==> src/rtl/pes_cla_subtractor_seq.sv <==
// pes_cla_subtractor_seq: multi-cycle a - b - bin, one 4-bit carry-lookahead nibble per clock
module pes_cla_subtractor_seq #(
  parameter int WIDTH = 16
) (
  input  logic             clk,
  input  logic             rst_n,
  input  logic             in_valid,
  output logic             in_ready,
  input  logic [WIDTH-1:0] a,
  input  logic [WIDTH-1:0] b,
  input  logic             bin,
  output logic             out_valid,
  input  logic             out_ready,
  output logic [WIDTH-1:0] diff,
  output logic             bout,
  output logic             zero,
  output logic             ovf
);
  localparam int NIB = WIDTH / 4;
  localparam int CW = NIB > 1 ? $clog2(NIB) : 1;
  localparam logic [CW-1:0] LAST = CW'(NIB - 1);
  localparam int MSB = WIDTH - 1;

  typedef enum logic [1:0] {IDLE, RUN, DONE} state_t;

  state_t state, state_nxt;
  logic [WIDTH-1:0] a_r, b_r, diff_nxt;
  logic [CW-1:0] cnt;
  logic carry, c4;
  logic [3:0] an, bn, p, g, c;

  // Subtraction as a + ~b + carry, where the carry register holds the inverted borrow
  always_comb begin
    an = a_r[4*cnt +: 4];
    bn = b_r[4*cnt +: 4];
    p = an ^ ~bn;
    g = an & ~bn;
    c = {g[2] | p[2] & g[1] | p[2] & p[1] & g[0] | p[2] & p[1] & p[0] & carry,
         g[1] | p[1] & g[0] | p[1] & p[0] & carry,
         g[0] | p[0] & carry,
         carry};
    c4 = g[3] | p[3] & g[2] | p[3] & p[2] & g[1] | p[3] & p[2] & p[1] & g[0] | (&p) & carry;
    diff_nxt = diff;
    diff_nxt[4*cnt +: 4] = p ^ c;
  end

  always_ff @(posedge clk or negedge rst_n)
    if (!rst_n) state <= IDLE;
    else state <= state_nxt;

  always_comb
    state_nxt = state == IDLE ? (in_valid ? RUN : IDLE) :
                state == RUN  ? (cnt == LAST ? DONE : RUN) :
                (out_ready ? IDLE : DONE);

  always_comb begin
    in_ready = state == IDLE;
    out_valid = state == DONE;
  end

  always_ff @(posedge clk or negedge rst_n)
    if (!rst_n) begin
      a_r <= '0;
      b_r <= '0;
      carry <= 1'b0;
      cnt <= '0;
      diff <= '0;
      bout <= 1'b0;
      zero <= 1'b0;
      ovf <= 1'b0;
    end else if (state == IDLE && in_valid) begin
      a_r <= a;
      b_r <= b;
      carry <= ~bin;
      cnt <= '0;
    end else if (state == RUN) begin
      diff <= diff_nxt;
      carry <= c4;
      cnt <= cnt + 1'b1;
      if (cnt == LAST) begin
        bout <= ~c4;
        zero <= diff_nxt == '0;
        ovf <= (a_r[MSB] != b_r[MSB]) && (diff_nxt[MSB] != a_r[MSB]);
      end
    end
endmodule

==> config.mk <==
export PLATFORM = sky130hd
export DESIGN_NAME = pes_cla_subtractor_seq
export DESIGN_NICKNAME = d
export VERILOG_FILES = /design/src/rtl/pes_cla_subtractor_seq.sv
export SDC_FILE = /design/constraint.sdc
export NUM_CORES = 1
export LEC_CHECK = 0
export CAP_MARGIN = 20
export CORE_AREA = 2 2 85 87
export DETAILED_ROUTE_END_ITERATION = 8
export DIE_AREA = 0 0 87 89
export GPL_TIMING_DRIVEN = 0
export HOLD_SLACK_MARGIN = 0.15
export PLACE_DENSITY_LB_ADDON = 0.1
export SLEW_MARGIN = 20
export SYNTH_ARGS = -nofsm -noshare
export SYNTH_HDL_FRONTEND = slang
export SYNTH_SLANG_ARGS = --single-unit
export TNS_END_PERCENT = 50
==> constraint.sdc <==
create_clock -name clk -period 3.1 [get_ports clk]
set_clock_uncertainty 0.2 [all_clocks]
set_input_delay 0.465 -clock clk [delete_from_list [all_inputs] [get_ports clk]]
set_output_delay 0.465 -clock clk [all_outputs]
set_load 0.03 [all_outputs]
==> reports/qor.csv <==
metric,value,unit
reg2reg_depth,8,
ant_nets,0,
cp.arrival,2920,ps
yosys_register_bits,56,
num_vias,2140,
grt_usage,17.3,%
synth_edf_count,0,
p_leak,1.67,nW
setup_violations,0,
cp-end-kind,register,
fin_cells,420,
period_share,92.6,%
drive_above_1_share,6.47,%
ir_drop,0.479,mV
hold_depth,2,
synthToLayoutAreaGrowth,29.1,%
required,3150,ps
core_area,0.00672,mm²
die_h,89,µm
grt_max_degree,57,
antenna_cells,0,
clkTransAtPathRegs,100,ps
overflow,0,
drt_iter0_markers,47,
synth_warnings,0,
yosysUniqueCellTypes,39,
synth_seq_area_share,51.0,%
worstMarginPinSlew,709,ps
r2r_end,ovf$_DFFE_PN0P_,
p_clk_share,12.0,%
hp-class,reg2reg,
grt_setup_unrepaired,no,
r2r_start,cnt[0]$_DFFE_PN0P_,
power.internal,2.22,mW
io_buffers,57,
whs,276,ps
cts_buffers,5,
cap_viol_max_count,0,
path_class,reg2reg,
fmax,348,MHz
num_rows,30,
sequentialPowerShare,30.0,%
wl_per_cell,14.4,µm
max_slew_margin,52.7,%
fin_nets,388,
dpl.hpwl,4480,µm
min_from,b_r[0]$_DFFE_PN0P_,
dp_slack,-126,ps
combPwrFrac,57.9,%
slew_violations,0,
cts_sinks,56,
final_core_util,52.8,%
synth-async-reset-ratio,100,%
placedInstanceArea,0.00342,mm²
grt_antenna_before_repair,0,
powerDensity,1150,mW/mm²
fin_crit,2870,ps
postRouteWirelength,6050,µm
first_pass_iters,4,
cts_tree,done,
fin_area,0.00355,mm²
die-width,87,µm
grt_pass1_wl,10400,µm
root_buffer,clkbuf_8,
drc,0,
via_per_inst,5.10,
switchingPower,1.86,mW
rrSetupSlack,230,ps
switching_share,45.5,%
grt_pass1_vias,2210,
h-tree-depth,2,
ios,58,
synth_ff_type,dfrtp_1,
post_cts_buffers,0,
hold_end,b_r[0]$_DFFE_PN0P_,
gp_congestion,0.816,
critPathMaxFanout,15,
syn-instance-count,275,
critPathLaunchType,register,
cts_buffer_depth,2,
clk_latency,310,ps
start_util,40.9,%
hold_viol,0,
outcome,"complete, no violations",
syn_area_per_cell,9.99,µm²
netlist_area,0.00275,mm²
timing.final.ws_setup,230,ps
dieArea,0.00774,mm²
syn-num-nets,324,
placed_cells_incl_taps,412,
## state kept, by name, summed over array words and instances (netlist names)
| register | count |
|---|---|
| b_r | 16 |
| bout | 1 |
| state | 2 |
| ovf | 1 |
| zero | 1 |
| cnt | 2 |
| carry | 1 |
| diff | 16 |
| a_r | 16 |
## repair_timing
item                       CTS  global route
hold buffers                 1             0
resized for setup            1             4
hold endpoints to repair    56             0
setup endpoints to repair    5             2
cloned                       0             0
pin swaps                    0             0
## how the worst max path moves through the flow
stage                                   from                 end  depth (start not counted)
after global routing      cnt[0]$_DFFE_PN0P_     ovf$_DFFE_PN0P_                          8
after detailed placement  cnt[0]$_DFFE_PN0P_    zero$_DFFE_PN0P_                          8
after CTS                 cnt[1]$_DFFE_PN0P_    zero$_DFFE_PN0P_                          7
after global placement                 rst_n  b_r[5]$_DFFE_PN0P_                          1
after floorplan           cnt[0]$_DFFE_PN0P_     ovf$_DFFE_PN0P_                          8
final                     cnt[0]$_DFFE_PN0P_     ovf$_DFFE_PN0P_                          8
## worst max-delay path, cell delays in order, from the launching register on
cell	delay [ps]
dfrtp_2	420
buf_8	190
mux4_1	630
inv_1	110
ha_1	240
a21oi_1	230
o22ai_2	180
or4b_1	520
nand3_1	90
## Yosys cell counts, drive strengths merged, types with 2 or more instances
cell type	count	area [µm²]
a21oi	4	20.0
a22o	8	70.1
a32o	7	70.1
and4	2	17.5
and4bb	2	25.0
buf	2	16.3
clkbuf	9	33.8
dfrtp	56	1400
ha	11	138
inv	13	48.8
mux4	8	188
nand2	108	405
nand3	4	20.0
nor2	7	26.3
nor2b	2	12.5
nor4	5	31.3
o21ai	3	15.0
o22ai	3	18.8
o31ai	3	22.5
## per-layer routing
layer / routed length, µm / track usage [%] / vias to the layer above / part of all wire, %
met2: 2910 / 29.3 / 46 / 48
met1: 2840 / 22.9 / 1005 / 47
met4: 80 / 4.97 / 0 / 1.3
met5: 0 / 0 / - / 0
li1: - / - / 1081 / -
met3: 222 / 2.95 / 8 / 3.7
## per-stage QoR
step | TNS, ps | power (mW)
floorplan | 0 | 2.85
global placement | -23860 | 3.55
detailed placement | -332 | 3.59
CTS | 0 | 4.11
global route | 0 | 4.45
finish | 0 | 4.08
## layout make-up
| type | count | area, µm² |
|---|---|---|
| multi-input combinational | 195 | 1250 |
| timing repair buffer | 58 | 578 |
| inverter | 13 | 48.8 |
| clock buffer | 5 | 68.8 |
| sequential | 56 | 1400 |
| tap | 80 | 100 |
| clock inverter | 3 | 46.3 |
| fill | 650 | 3170 |
| buffer | 10 | 50.0 |
## kinds of logic after synthesis
kind of cell,count (synthesis),share of synthesized area (%)
and+or+nand+nor,137,21.4
AOI/OAI and AO/OA,35,10.2
muxes,9,7.38
buffers and inverters,24,3.60
DFF,56,51.0
adders and majority gates,12,5.74
xor gates and xnor gates,2,0.638
## power groups by stage
| stage | Clock [mW] | Combinational (mW) | Sequential, mW |
|---|---|---|---|
| 2_1_floorplan | 0 | 1.52 | 1.33 |
| 3_3_place_gp | 0 | 2.31 | 1.24 |
| 3_5_place_dp | 0 | 2.34 | 1.24 |
| 4_1_cts | 0.507 | 2.37 | 1.23 |
| 5_1_grt | 0.532 | 2.65 | 1.27 |
| 6_report | 0.492 | 2.36 | 1.23 |
## layout by cell type, fill, tap and decap left out, types with 2 or more instances in the layout
cell             instances
nand2_1                108
clkdlybuf4s50_1         56
dfrtp_1                 55
inv_1                   13
ha_1                    11
clkbuf_1                 8
a22o_1                   8
nor2_1                   7
a32o_1                   7
mux4_2                   6
nor4_1                   5
clkbuf_8                 5
nand3_1                  4
a21oi_1                  4
o21ai_0                  3
o31ai_1                  3
mux4_1                   2
nor2b_1                  2
and4bb_2                 2
and4_1                   2
o22ai_1                  2
Power figures use the tool's default switching activity.
